File: config.mk
export PLATFORM = sky130hd
export DESIGN_NAME = mmio_bus
export DESIGN_NICKNAME = d
export VERILOG_FILES = /design/src/rtl/mmio_bus_pkg.sv /design/src/rtl/seg_scanner.sv /design/src/rtl/mmio_bus.sv
export SDC_FILE = /design/constraint.sdc
export NUM_CORES = 1
export LEC_CHECK = 0
export ABC_AREA = 0
export CAP_MARGIN = 10
export CORE_MARGIN = 8
export CORE_UTILIZATION = 55
export CTS_BUF_LIST = sky130_fd_sc_hd__clkbuf_2 sky130_fd_sc_hd__clkbuf_4 sky130_fd_sc_hd__clkbuf_8
export CTS_CLUSTER_DIAMETER = 100
export DETAILED_ROUTE_END_ITERATION = 6
export PLACE_DENSITY = 0.95
export RECOVER_POWER = 50
export SYNTH_ARGS = -nofsm -noshare
export SYNTH_HDL_FRONTEND = slang
export SYNTH_SLANG_ARGS = --single-unit
File: constraint.sdc
create_clock -name clk -period 10.6 [get_ports clk]
set_input_delay 2.12 -clock clk [delete_from_list [all_inputs] [get_ports clk]]
set_output_delay 2.12 -clock clk [all_outputs]
set_load 0.01 [all_outputs]
File: src/rtl/mmio_bus_pkg.sv
// Shared definitions for the CPU data-side bus: MMIO register offsets, TCON bit
// positions and the active-low 7-segment hex decoder.
package mmio_bus_pkg;

  localparam logic [5:0] OFF_TH      = 6'h00;
  localparam logic [5:0] OFF_TL      = 6'h04;
  localparam logic [5:0] OFF_TCON    = 6'h08;
  localparam logic [5:0] OFF_LED     = 6'h0C;
  localparam logic [5:0] OFF_DISP    = 6'h10;
  localparam logic [5:0] OFF_SYSTICK = 6'h14;

  localparam int TCON_EN = 0;
  localparam int TCON_IE = 1;
  localparam int TCON_ST = 2;

  // Segment order is {g,f,e,d,c,b,a}; a 0 lights the segment.
  function automatic logic [6:0] seg_decode(input logic [3:0] nibble);
    case (nibble)
      4'h0:    seg_decode = 7'b1000000;
      4'h1:    seg_decode = 7'b1111001;
      4'h2:    seg_decode = 7'b0100100;
      4'h3:    seg_decode = 7'b0110000;
      4'h4:    seg_decode = 7'b0011001;
      4'h5:    seg_decode = 7'b0010010;
      4'h6:    seg_decode = 7'b0000010;
      4'h7:    seg_decode = 7'b1111000;
      4'h8:    seg_decode = 7'b0000000;
      4'h9:    seg_decode = 7'b0010000;
      4'hA:    seg_decode = 7'b0001000;
      4'hB:    seg_decode = 7'b0000011;
      4'hC:    seg_decode = 7'b1000110;
      4'hD:    seg_decode = 7'b0100001;
      4'hE:    seg_decode = 7'b0000110;
      default: seg_decode = 7'b0001110;
    endcase
  endfunction

endpackage

File: src/rtl/seg_scanner.sv
// Multiplexed 7-segment scanner: steps one digit every SCAN_DIV clocks and
// drives the active-low digit enable plus the decoded segments for that digit.
module seg_scanner
  import mmio_bus_pkg::*;
#(
  parameter int          NUM_DIGITS = 4,
  parameter logic [15:0] SCAN_DIV   = 16'd50000
) (
  input  logic                    clk,
  input  logic                    reset,
  input  logic [4*NUM_DIGITS-1:0] digits,
  output logic [NUM_DIGITS-1:0]   an,
  output logic [6:0]              segs
);

  localparam int                IDX_W    = (NUM_DIGITS > 1) ? $clog2(NUM_DIGITS) : 1;
  localparam logic [IDX_W-1:0]  LAST_IDX = IDX_W'(NUM_DIGITS - 1);

  logic [15:0]      div_q, div_d;
  logic [IDX_W-1:0] idx_q, idx_d;

  always_comb begin
    div_d = div_q + 16'd1;
    idx_d = idx_q;
    if (div_q == SCAN_DIV - 16'd1) begin
      div_d = '0;
      idx_d = (idx_q == LAST_IDX) ? '0 : idx_q + IDX_W'(1);
    end
  end

  always_ff @(posedge clk or posedge reset) begin
    if (reset) begin
      div_q <= '0;
      idx_q <= '0;
    end else begin
      div_q <= div_d;
      idx_q <= idx_d;
    end
  end

  assign an   = ~(NUM_DIGITS'(1) << idx_q);
  assign segs = seg_decode(digits[{idx_q, 2'b00} +: 4]);

endmodule

File: src/rtl/mmio_bus.sv
// CPU data-side bus: routes loads/stores to data memory or the MMIO window
// (timer, LED, display, systick). Define MMIO_BUS_SCAN_EN for the digit scanner.
module mmio_bus
  import mmio_bus_pkg::*;
#(
  parameter logic [31:0] MMIO_BASE  = 32'h4000_0000,
  parameter int          LED_W      = 8,
  parameter int          NUM_DIGITS = 4,
  parameter logic [15:0] SCAN_DIV   = 16'd50000
) (
  input  logic                  clk,
  input  logic                  reset,
  input  logic                  wr_en,
  input  logic                  rd_en,
  input  logic                  word_acc,
  input  logic [31:0]           addr,
  input  logic [31:0]           wdata,
  output logic [31:0]           rdata,
  output logic                  dm_wen,
  output logic                  dm_ren,
  output logic [31:0]           dm_addr,
  output logic [31:0]           dm_wdata,
  output logic                  dm_word,
  input  logic [31:0]           dm_rdata,
  output logic                  irq,
  output logic [LED_W-1:0]      leds_o,
  output logic [NUM_DIGITS-1:0] an,
  output logic [6:0]            segs
);

  logic             mmio_sel, aligned, mmio_wr;
  logic [5:0]       offset;
  logic             tl_ovf, st_hw_set;
  logic [31:0]      th_q, th_d, tl_q, tl_d, disp_q, disp_d, systick_q, systick_d;
  logic [2:0]       tcon_q, tcon_d;
  logic [LED_W-1:0] led_q, led_d;
  logic [31:0]      mmio_rdata;

  assign mmio_sel = (addr[31:6] == MMIO_BASE[31:6]);
  assign offset   = addr[5:0];
  assign aligned  = (addr[1:0] == 2'b00);
  assign mmio_wr  = wr_en & mmio_sel & word_acc & aligned;

  assign dm_wen   = wr_en & ~mmio_sel;
  assign dm_ren   = rd_en & ~mmio_sel;
  assign dm_addr  = addr;
  assign dm_wdata = wdata;
  assign dm_word  = word_acc;

  assign tl_ovf    = tcon_q[TCON_EN] & (tl_q == '1);
  assign st_hw_set = tl_ovf & tcon_q[TCON_IE];

  always_comb begin
    // NOTE: every *_d gets its hold value first, so no path through this block can infer a latch.
    th_d      = th_q;
    tl_d      = tl_q;
    tcon_d    = tcon_q;
    led_d     = led_q;
    disp_d    = disp_q;
    systick_d = systick_q + 32'd1;

    if (tcon_q[TCON_EN]) tl_d = tl_ovf ? th_q : tl_q + 32'd1;
    if (st_hw_set) tcon_d[TCON_ST] = 1'b1;

    // CPU stores override the hardware update, except that a pending overflow keeps ST set.
    if (mmio_wr) begin
      case (offset)
        OFF_TH:   th_d = wdata;
        OFF_TL:   tl_d = wdata;
        OFF_TCON: begin
          tcon_d = wdata[2:0];
          if (st_hw_set) tcon_d[TCON_ST] = 1'b1;
        end
        OFF_LED:  led_d  = wdata[LED_W-1:0];
        OFF_DISP: disp_d = wdata;
        default:  ;
      endcase
    end
  end

  // NOTE: sequential state uses non-blocking assignments so all flops sample pre-edge values.
  always_ff @(posedge clk or posedge reset) begin
    if (reset) begin
      th_q      <= '0;
      tl_q      <= '0;
      tcon_q    <= '0;
      led_q     <= '0;
      disp_q    <= '0;
      systick_q <= '0;
    end else begin
      th_q      <= th_d;
      tl_q      <= tl_d;
      tcon_q    <= tcon_d;
      led_q     <= led_d;
      disp_q    <= disp_d;
      systick_q <= systick_d;
    end
  end

  always_comb begin
    mmio_rdata = '0;
    if (aligned) begin
      case (offset)
        OFF_TH:      mmio_rdata = th_q;
        OFF_TL:      mmio_rdata = tl_q;
        OFF_TCON:    mmio_rdata = {29'd0, tcon_q};
        OFF_LED:     mmio_rdata = 32'(led_q);
        OFF_DISP:    mmio_rdata = disp_q;
        OFF_SYSTICK: mmio_rdata = systick_q;
        default:     mmio_rdata = '0;
      endcase
    end
  end

  assign rdata  = !rd_en ? 32'd0 : (dm_ren ? dm_rdata : mmio_rdata);
  assign irq    = tcon_q[TCON_IE] & tcon_q[TCON_ST];
  assign leds_o = led_q;

`ifdef MMIO_BUS_SCAN_EN
  seg_scanner #(
    .NUM_DIGITS (NUM_DIGITS),
    .SCAN_DIV   (SCAN_DIV)
  ) u_seg_scanner (
    .clk    (clk),
    .reset  (reset),
    .digits (disp_q[4*NUM_DIGITS-1:0]),
    .an     (an),
    .segs   (segs)
  );
`else
  // Raw display: software drives the digit enables and segments directly.
  logic [15:0] unused_scan_div;
  assign unused_scan_div = SCAN_DIV;
  assign an   = disp_q[8 +: NUM_DIGITS];
  assign segs = disp_q[6:0];
`endif

endmodule

# Yosys cells after proc, flatten, opt, wreduce, memory -nomap -nowiden
# Cells that the tools add are included.
[classes]
n_bitwise = 9
multipliers = 0
n_eq_ne = 7
order_cmp = 0
add_sub_neg = 2
reduce_logical = 6
div = 0
n_mux = 12
shifts = 0
[ops]
columns = ["op", "n"]
rows = [
  ["32-bit 2-to-1 mux", 7],
  ["32-bit one-hot mux with 6 select lines", 1],
  ["32-bit by 1-bit adder with 32-bit output, second input constant", 2],
  ["32-bit equality test, second input constant", 1],
  ["26-bit by 25-bit equality test with 1-bit output, second input constant", 1],
  ["6-bit by 4-bit equality test with 1-bit output, second input constant", 2],
  ["6-bit by 5-bit equality test with 1-bit output, second input constant", 2],
  ["1-bit bitwise AND", 8],
  ["2-bit AND reduction", 4],
  ["6-bit by 3-bit equality test with 1-bit output, second input constant", 1],
  ["6-bit zero test", 1],
  ["3-bit 2-to-1 mux", 2],
  ["2-bit zero test", 1],
  ["1-bit 2-to-1 mux", 2],
  ["1-bit NOT", 1],
]
[totals]
out_inout_bits = 119
word_cells = 43
register_bits = 139
in_bits = 101
latchBits = 0
ram_bits = 0
mem_count = 0
romBits = 0

# Longest topological paths before layout
# Gate-level depths: netlist (run 1).
[logic_depth]
word_depth = 6
ltp_mapped = 9
mapped_depth_nobuf = 7

# Worst setup path before layout (run 1)
# Ideal clock, no wire load.
[synth_path]
kind = "input port to output port"
startpoint = "in addr[1]"
endpoint = "out rdata[10]"
required_time_ns = 8.480
setup_slack_ns = 4.687
arrival_ns = 3.793
path_buffers = 2
stages = 6
path_cell_list = "or4_1 -> clkbuf_1 -> nor3_2 -> clkbuf_1 -> a22oi_1 -> o21ai_0"
[synth_via]
elab_chain_len = 5
elab_cells_between_ends = 11
cone_classes = "eq/ne: 5; mux: 4; reduce/logical: 2"
[synth_rtl]
columns = ["item", "line_no", "text"]
rows = [
  ["from (decl)", "mmio_bus.sv:16", "input logic [31:0] addr,"],
  ["6-bit by 5-bit equality test with 1-bit output, or another cell as far along", "mmio_bus.sv:103", "case (offset)"],
  ["32-bit one-hot mux with 6 select lines", "mmio_bus.sv:103", ""],
  ["32-bit 2-to-1 mux *", "mmio_bus.sv:102", "if (aligned) begin"],
  ["32-bit 2-to-1 mux * (2 in series)", "mmio_bus.sv:115", "assign rdata = !rd_en ? 32'd0 : (dm_ren ? dm_rdata : mmio_rdata);"],
  ["to (decl)", "mmio_bus.sv:18", "output logic [31:0] rdata,"],
]
# Every way passes the cells marked *; elsewhere a longest branch is shown, timed or not.

==> results of run 1 <==
[stage by stage]
step / utilization, % / setup WS [ns]
floorplan: - / 4.69
global placement: 67.7 / 3.07
detailed placement: 67.7 / 3.00
CTS: 70.1 / 2.98
global route: 70.0 / 1.72
finish: 70.0 / 2.90
[flip-flops by register name, indices dropped and copies added, names as in the netlist]
signal,flops
disp_q,32
leds_o,8
tcon_q,3
systick_q,32
tl_q,32
th_q,32
[path summary, 6_finish.rpt]
kind | startpoint | to | slack [ns] | depth (start not counted)
worst max-delay path | reset | disp_q[15] | 2.90 | 3
worst min-delay path | systick_q[31] | systick_q[31] | 0.49 | 1
worst max register to register | tl_q[15] | tl_q[1] | 7.47 | 7
worst min register to register | systick_q[31] | systick_q[31] | 0.49 | 1
max in group clk | addr[1] | rdata[19] | 2.95 | 7
min in group asynchronous | reset | leds_o[3] | 2.88 | 2
[final cells by class]
| class | instances | area, sq um | area share [%] |
|---|---|---|---|
| Clock buffer | 21 | 277 | 2.60 |
| Clock inverter | 11 | 95.1 | 0.893 |
| Inverter | 11 | 42.5 | 0.399 |
| Multi-Input combinational cell | 629 | 4240 | 39.9 |
| Sequential cell | 139 | 3480 | 32.7 |
| Tap cell | 188 | 235 | 2.21 |
| Timing Repair Buffer | 232 | 2280 | 21.4 |
[synth_stat cells, types with 6 or more instances]
master / instances
a22oi_1: 28
clkbuf_1: 36
dfrtp_1: 139
nand3_1: 25
xor2_1: 12
nor3_1: 17
nor4_1: 17
mux2i_1: 32
buf_4: 77
nor2_1: 50
nand2_1: 101
a21o_1: 6
buf_2: 9
and3_1: 17
mux4_2: 7
xnor2_1: 30
inv_1: 11
nand4_1: 23
a21oi_1: 41
or4_1: 6
and4_1: 8
o21ai_0: 79
mux2_2: 67
[cells by family after synthesis]
logic type | after synthesis | synth area share (%)
AND/OR/NAND/NOR | 286 | 16.7
AO/OA/AOI/OAI | 191 | 13.4
buffers and inverters | 140 | 9.86
flip-flops | 139 | 40.7
multiplexers | 108 | 14.7
XOR/XNOR | 42 | 4.31
adder cells (fa/ha/maj) | 2 | 0.293
[where the power goes]
part	leakage, nW	internal [mW]	switching [mW]	total (mW)
logic	2.54	0.0743	0.0615	0.136
clock network	0.189	0.201	0.206	0.407
registers	1.79	0.530	0.000000369	0.530
[routing by layer]
metal / vias up / part of all wire (%) / routed length [um]
li1: 3449 / - / -
met1: 3795 / 39 / 10400
met2: 472 / 48 / 12700
met3: 87 / 8.7 / 2300
met4: 2 / 3.8 / 1010
met5: - / 0.049 / 13
[placed cells by master (no fill, tap or decap), drive strengths merged, types with 7 or more instances in the layout]
cell | Yosys | final
nor2 | 50 | 50
nor4 | 18 | 18
mux2 | 69 | 69
dlygate4sd3 | 0 | 22
o21ai | 80 | 80
buf | 92 | 12
mux4 | 7 | 7
and3 | 17 | 17
mux2i | 32 | 32
clkbuf | 37 | 23
inv | 11 | 11
nand3 | 25 | 25
dfrtp | 139 | 139
nor3 | 18 | 18
xnor2 | 30 | 30
and4 | 8 | 8
nand4 | 23 | 23
a21oi | 41 | 41
nand2 | 101 | 101
a22oi | 28 | 28
xor2 | 12 | 12
clkdlybuf4s50 | 0 | 196
==> flow_metrics.py, run 1 <==
metrics = {
    "place": {
        "place_congestion": 0.949,
        "io_buffers": 219,
        "dpl.cell_count": 1199,
        "place_area_sq_um": 10300,
        "hpwlAfterDp_mm": 18.7,
    },
    "die": {
        "dieArea_sq_um": 19800,
        "die_h_um": 141,
        "initial_utilization_pct": 56.2,
        "die_width_um": 141,
        "ioPinCount": 220,
        "coreArea_sq_um": 15200,
        "rows": 45,
    },
    "clock_network": {
        "clk_pin_slew_worst_paths_ns": 0.07,
        "cts_num_sinks": 139,
        "cts_hold_buffers": 0,
        "cts_resized": 0,
        "cts_tree": "yes",
        "clock_path_buffers": 2,
        "cts_setup_buffers": 0,
        "worstSkewPairLatency_ns": 0.46,
        "cts_made_buffers": 17,
        "htree_levels": 4,
        "ctsRootBufferMaster": "clkbuf_8",
    },
    "drt": {
        "vias": 7805,
        "drt_iter0_markers": 822,
        "drc": 0,
        "wl_per_cell_um": 21.5,
        "viasPerCell": 6.34,
        "wl_mm": 26.5,
        "ant_nets": 0,
        "firstDrtPassIters": 6,
    },
    "final_layout": {
        "drive_gt1_share_pct": 12.3,
        "nets": 1133,
        "antenna_cells": 0,
        "final_area_sq_um": 10600,
        "stdcell_count": 1231,
        "fillers": 1091,
        "area_delta_synth_final_pct": 24.7,
    },
    "sta": {
        "slew_violations": 179,
        "finalSetupTns_ns": 0,
        "rsz0062_at_grt": "no",
        "clock_skew_ns": 0.0110,
        "fin_crit_ns": 7.70,
        "setup_violations": 0,
        "fin_crit_sh_pct": 72.6,
        "worst_slew_pin_slew_ns": 4.14,
        "holdWs_ns": 0.489,
        "slew_headroom_pct": -176,
        "timing.fmax_ghz": 0.130,
        "hold_viol_final": 0,
    },
    "synth": {
        "yosysSeqAreaShare_pct": 40.7,
        "yosys_warnings": 0,
        "syn_inst": 908,
        "synth_area_sq_um": 8540,
        "yosysTopAreaCell": "dfrtp_1",
        "synth_seq_cells": 139,
        "synth.avg_cell_area_sq_um": 9.41,
        "synth_edf_count": 0,
        "synth_top_area_share_pct": 40.7,
        "synth_flop_cell": "dfrtp_1",
        "yosysUniqueCellTypes": 55,
        "ys_async_sr_fraction_pct": 100,
        "synth_nets": 1011,
        "yosys-top-cells-area": "dfrtp_1 41%, mux2_2 8.8%, buf_4 6.8%",
    },
    "setup_path": {
        "path_class": "input pin to async pin",
        "start_kind": "input pin",
        "cp.required_ns": 10.20,
        "cpPeakStageDelay_ns": 3.00,
        "crit_chain": "dlygate4sd3_1 > clkinvlp_2 > clkbuf_1",
        "crit_fanout": 78,
        "critPathBufInv": 3,
        "crit_family": "buffers and inverters",
        "cp.arrival_ns": 7.30,
        "endpoint_kind": "async pin",
        "crit_slowest_cell": "clkbuf_1",
    },
    "grt": {
        "grt.busiest_layer": "met2",
        "grt_usage_pct": 26.3,
        "grt_use_met3_pct": 7.09,
        "grt_max_degree": 79,
        "grt_pass1_vias": 7770,
        "grt_use_met2_pct": 43.2,
        "antenna_found_initial": 1,
        "grt-ovfl-total": 0,
        "met1_usage_pct": 31.5,
        "grt_pass1_wl_mm": 41.5,
    },
    "pwr": {
        "leakage_nw": 4.52,
        "total_power_mw": 1.07,
        "ir_worst_vdd_v": 0.0000748,
        "powerDensity_nw_per_um2": 101,
    },
    "hold_path": {
        "hold_path_class": "register to register",
    },
    "run_status": {
        "violations": "max-capacitance violations, max-slew violations",
        "status": "complete, but fails checks",
    },
    "run": {
        "drv_cap": 3,
    },
}
Power figures use the tool's default switching activity.
==> inputs of run 2 (changes only) <==
--- a/config.mk
+++ b/config.mk
@@ -8,11 +8,11 @@
 export ABC_AREA = 0
 export CAP_MARGIN = 10
 export CORE_MARGIN = 8
-export CORE_UTILIZATION = 55
+export CORE_UTILIZATION = 51
 export CTS_BUF_LIST = sky130_fd_sc_hd__clkbuf_2 sky130_fd_sc_hd__clkbuf_4 sky130_fd_sc_hd__clkbuf_8
 export CTS_CLUSTER_DIAMETER = 100
 export DETAILED_ROUTE_END_ITERATION = 6
-export PLACE_DENSITY = 0.95
+export PLACE_DENSITY = 0.92
 export RECOVER_POWER = 50
 export SYNTH_ARGS = -nofsm -noshare
 export SYNTH_HDL_FRONTEND = slang
==> constraint.sdc (replaced) <==
create_clock -name clk -period 7.97 [get_ports clk]
set_input_delay 1.594 -clock clk [delete_from_list [all_inputs] [get_ports clk]]
set_output_delay 1.594 -clock clk [all_outputs]
set_load 0.01 [all_outputs]
==> run 2 against run 1 <==
The flow finishes with violations (design-rule violations, max-capacitance violations, max-slew violations); register-to-register slack worse by 2.6 ns; die area increased by 6.9%; non-clock buffer count is 2 higher; core utilization decreased by 4.3 points; clock-buffer cell count is 3 lower; routed wire length rose by 2.2%; global-route usage fell by 1.3 points; cell area grew 1.6%; final cell count is 2.8% higher; largest cell class unchanged.
==> flow_metrics.py, run 2 (synthesized netlist as in run 1, its figures left out) <==
metrics = {
    "sta": {
        "slew_headroom_pct": -156,
        "timing.fmax_ghz": 0.156,
        "setup_violations": 0,
        "finalSetupTns_ns": 0,
        "worst_slew_pin_slew_ns": 3.82,
        "holdWs_ns": 0.492,
        "hold_viol_final": 0,
        "clock_skew_ns": 0.0143,
        "fin_crit_ns": 6.41,
        "rsz0062_at_grt": "no",
        "slew_violations": 130,
        "fin_crit_sh_pct": 80.4,
    },
    "setup_path": {
        "cp-startpoint": "addr[7]",
        "crit_family": "simple AND/OR/NAND/NOR gates",
        "crit_chain": "clkdlybuf4s50_1 > nor4b_1 > nand4_1 > nor2_1 > nand4_1 > buf_4 > nor2_1 > a22o_1 > clkdlybuf4s50_1",
        "endpoint_kind": "output pin",
        "cpPeakStageDelay_ns": 0.57,
        "path_class": "input pin to output pin",
        "r2r_start": "tl_q[0]",
        "ff2ff_path_depth": 8,
        "cp.arrival_ns": 4.81,
        "ff2ff_setup_slack_ns": 4.82,
        "cp.required_ns": 6.38,
        "reg2reg_to": "tl_q[13]",
        "crit_slowest_cell": "nand4_1",
        "crit_fanout": 19,
        "start_kind": "input pin",
        "path_depth": 9,
        "critPathBufInv": 3,
        "crit_end": "rdata[29]",
    },
    "grt": {
        "grt_max_degree": 89,
        "grt-ovfl-total": 0,
        "grt_pass1_wl_mm": 42.9,
        "grt_usage_pct": 25.1,
        "grt_pass1_vias": 7994,
        "antenna_found_initial": 0,
    },
    "hold_path": {
        "worstHoldPathCells": 1,
        "hold_path_class": "register to register",
    },
    "clock_network": {
        "htree_levels": 4,
        "cts_setup_buffers": 0,
        "clock_path_buffers": 2,
        "clk_pin_slew_worst_paths_ns": 0.08,
        "worstSkewPairLatency_ns": 0.47,
        "cts_tree": "yes",
        "cts_hold_buffers": 0,
        "cts_resized": 0,
        "cts_made_buffers": 17,
        "ctsRootBufferMaster": "clkbuf_8",
        "cts_num_sinks": 139,
    },
    "drt": {
        "firstDrtPassIters": 7,
        "vias": 7817,
        "viasPerCell": 6.18,
        "wl_mm": 27.0,
        "wl_per_cell_um": 21.4,
        "drc": 10,
        "drt_iter0_markers": 878,
        "ant_nets": 0,
    },
    "die": {
        "ioPinCount": 220,
        "initial_utilization_pct": 51.9,
        "die_h_um": 145,
        "coreArea_sq_um": 16500,
        "dieArea_sq_um": 21100,
        "rows": 47,
        "die_width_um": 145,
    },
    "final_layout": {
        "layout_commonest_cell": "clkdlybuf4s50_1",
        "fillers": 1247,
        "drive_gt1_share_pct": 12.2,
        "final_util_pct": 65.7,
        "area_delta_synth_final_pct": 26.7,
        "layout_common_cells": "196 x clkdlybuf4s50_1, 139 x dfrtp_1, 101 x nand2_1",
        "antenna_cells": 0,
        "nets": 1135,
    },
    "place": {
        "hpwlAfterDp_mm": 19.0,
        "io_buffers": 219,
        "place_congestion": 0.920,
    },
    "run_status": {
        "status": "complete, but fails checks",
        "violations": "design-rule violations, max-capacitance violations, max-slew violations",
    },
    "pwr": {
        "powerDensity_nw_per_um2": 151,
        "ir_worst_vdd_v": 0.000142,
        "leakage_nw": 4.57,
    },
    "run": {
        "drv_cap": 2,
    },
}
-- run 2: layer usage --
layer  track usage, %  share of wire (%)  up-vias
met3             7.21                9.6       85
met1             29.5                 39     3755
li1                 -                  -     3463
met5                0                  0        -
met4             11.8                3.4        0
met2             41.6                 48      514
-- run 2: cell type report --
| class | instances | area [sq um] | share of cell area, % |
|---|---|---|---|
| multi-input cells | 629 | 4220 | 39.0 |
| flip-flops and latches | 139 | 3480 | 32.1 |
| repair buffers | 234 | 2290 | 21.1 |
| well taps | 220 | 275 | 2.54 |
| clock inverters | 14 | 265 | 2.45 |
| clock buffers | 18 | 248 | 2.29 |
| inverters | 11 | 42.5 | 0.393 |
-- run 2: worst reg2reg max path, delay by kind of cell, from the launching register on --
family	cells	cell delay (ns)
buffers and inverters	1	0.36
AOI/OAI and AO/OA	2	0.38
DFF	1	0.46
and+or+nand+nor	4	1.56
adders and majority gates	1	0.26
-- run 2: power breakdown --
part / leakage, nW / switching (mW) / total, mW / internal (mW)
clock network: 0.250 / 0.297 / 0.743 / 0.446
registers: 1.79 / 0.000000501 / 0.705 / 0.705
logic: 2.53 / 0.0833 / 0.182 / 0.0991
-- run 2: through the flow --
stage | power (mW) | cell area [sq um] | setup WS, ns | std cells
finish | 1.63 | 10800 | 1.56 | 1265
global route | 1.68 | 10800 | 1.22 | 1265
CTS | 1.64 | 10900 | 1.43 | 1264
detailed placement | 0.902 | 10300 | 1.43 | 1232
global placement | 0.899 | 10300 | 1.48 | 1232
floorplan | 0.798 | 8540 | 2.65 | 908
-- run 2: worst min path at each step --
stage | startpoint | end | slack (ns)
2_1_floorplan | systick_q[31] | systick_q[31] | 0.44
3_5_place_dp | systick_q[31] | systick_q[31] | 0.47
4_1_cts | systick_q[31] | systick_q[31] | 0.49
3_3_place_gp | systick_q[31] | systick_q[31] | 0.46
6_report | systick_q[31] | systick_q[31] | 0.49
5_1_grt | systick_q[13] | systick_q[13] | 0.50
==> patch, RTL diff (config.mk and constraints of run 1) <==
Change the parameter `LED_W` from 8 to 9.
--- a/src/rtl/mmio_bus.sv
+++ b/src/rtl/mmio_bus.sv
@@ -5,5 +5,5 @@
 #(
   parameter logic [31:0] MMIO_BASE  = 32'h4000_0000,
-  parameter int          LED_W      = 8,
+  parameter int          LED_W      = 9,
   parameter int          NUM_DIGITS = 4,
   parameter logic [15:0] SCAN_DIV   = 16'd50000
Ports: changed (resized leds_o); port bits go from 220 to 221. The function was not compared with the original's and may differ.
==> patch against run 1 <==
- synthesized area increased by 3.1%
- routed wire length increased by 3.3%
- sequential cell count increased by 1
- via count increased by 1.7%
- setup slack got worse by 0.081 ns
- highest routed layer is now met4
- cell area increased by 2.3%
- the flow still finishes with violations (max-capacitance violations, max-slew violations)
- critical endpoint is now rdata[31]
- total power increased by 5.3%
- hold slack got worse by 0.00087 ns
- clock skew increased by 0.0018 ns
==> patch: results (changes against run 1) <==
stage;metric;value;unit;change
outcome;status;finished, violations left;;
outcome;violations;max-capacitance violations, max-slew violations;;
critical_path;arrival;5.66;ns;-1.64 ns
drt;m1WireLength;10200;um;-2.4%
timing;timing_max_transition_violations_final;143;;-20%
yosys;synthTopCellsByArea;dfrtp_1 40%, buf_4 7.1%, mux2_2 5.4%;;
cells_and_area;antenna_cells_inserted;0;;unchanged
timing;maximum_clock_skew_at_final_layout;0.0128;ns;+0.00178 ns
grt;grt_max_degree;76;;-3.8%
drt;postRouteWirelength;27300;um;+3.3%
drt;met3WireLength;3200;um;+39%
drt;met2_length;13200;um;+3.5%
placed_design;place_hpwl;19200;um;+2.5%
placed_design;io_buffers;220;;+0.46%
critical_path;r2r_setup_slack;7.75;ns;+0.28 ns
critical_path;reg2reg_to;tl_q[2];;
critical_path;ff2ff_path_depth;6;;-1
yosys;mappedNetlistNets;980;;-3.1%
pwr;worst_voltage_drop_across_the_vdd_grid;0.0000770;V;+2.9%
drt;drt_iter0_markers;1042;;+27%
flow_run;maxCapViolations;2;;-1
grt;grt_pass1_wl;43500;um;+5.0%
grt;number_of_antenna_violations_at_the_first_check_in_global_routing;0;;-1
yosys;synth_top_cells_by_count;140 x dfrtp_1, 83 x buf_4, 59 x nor2_1;;
critical_path;crit_path_max_incr_delay;0.67;ns;-2.33 ns
cells_and_area;design.final.nets;1094;;-3.4%
cells_and_area;drive_gt1_share;11.0;%;-1.3 points
grt;grt_util_all_layers;27.1;%;+0.82 points
grt;via_count_of_the_first_global_routing_pass;8056;;+3.7%
critical_path;critical-path-slowest-cell;nand4_1;;
critical_path;crit_path_max_fanout;17;;-78%
drt;vias;7935;;+1.7%
placed_design;post_dp_cell_area;10500;um2;+2.2%
drt;highest-signal-layer;met4;;
yosys;asyncSetResetFlopFracSynth;100;%;unchanged
placed_design;gp_routability_congestion;0.961;;+1.3%
grt;grt_util_met1;31.9;%;+0.39 points
yosys;synth_cell_type_count;68;;+24%
grt;met2_usage;45.0;%;+1.8 points
pwr;pleak;4.50;nW;-0.55%
grt;grtUsageMet3;8.35;%;+1.3 points
drt;drtPass1Iterations;5;;-1
critical_path;r2r-start;tl_q[20];;
[patch: final cells by class]
type	instances	area (um2)
Clock inverter	10	140
Tap cell	216	270
Timing Repair Buffer	233	2290
Clock buffer	21	283
Inverter	12	46.3
Sequential cell	140	3500
Fill cell	1159	4880
Multi-Input combinational cell	587	4360
[patch: worst max-delay path, delay by kind of cell]
family,cells,cell delay (ns)
AO/OA/AOI/OAI,1,0.20
buffers and inverters,3,1.65
AND/OR/NAND/NOR,4,1.67
[patch: per-stage QoR]
| step | setup WS (ns) | instances | hold slack [ns] |
|---|---|---|---|
| 6_report | 2.82 | 1219 | 0.488 |
| 3_3_place_gp | 2.95 | 1188 | 0.467 |
| 2_1_floorplan | 4.73 | 877 | 0.445 |
| 3_5_place_dp | 2.82 | 1188 | 0.474 |
| 4_1_cts | 2.83 | 1219 | 0.486 |
| 5_1_grt | 2.19 | 1219 | 0.501 |
[patch: cells by family after synthesis]
kind of cell | Yosys count | synth area share (%)
simple gates | 263 | 17.4
compound gates | 171 | 14.6
buf+inv | 150 | 10.3
flops | 140 | 39.8
mux | 115 | 14.1
xor+xnor | 36 | 3.58
fa+ha+maj | 2 | 0.284
[patch: worst max path at each step]
| stage | startpoint | end | cells after the start |
|---|---|---|---|
| floorplan | reset | disp_q[0] | 1 |
| global placement | addr[15] | rdata[17] | 8 |
| detailed placement | addr[15] | rdata[31] | 8 |
| CTS | addr[15] | rdata[31] | 8 |
| global route | reset | tl_q[16] | 3 |
| finish | addr[8] | rdata[31] | 8 |
[patch: power breakdown]
part | internal [mW] | leakage (nW) | total (mW) | switching [mW]
sequential | 0.534 | 1.81 | 0.534 | 0.000000935
combinational | 0.0738 | 2.49 | 0.132 | 0.0580
clock | 0.252 | 0.196 | 0.464 | 0.212
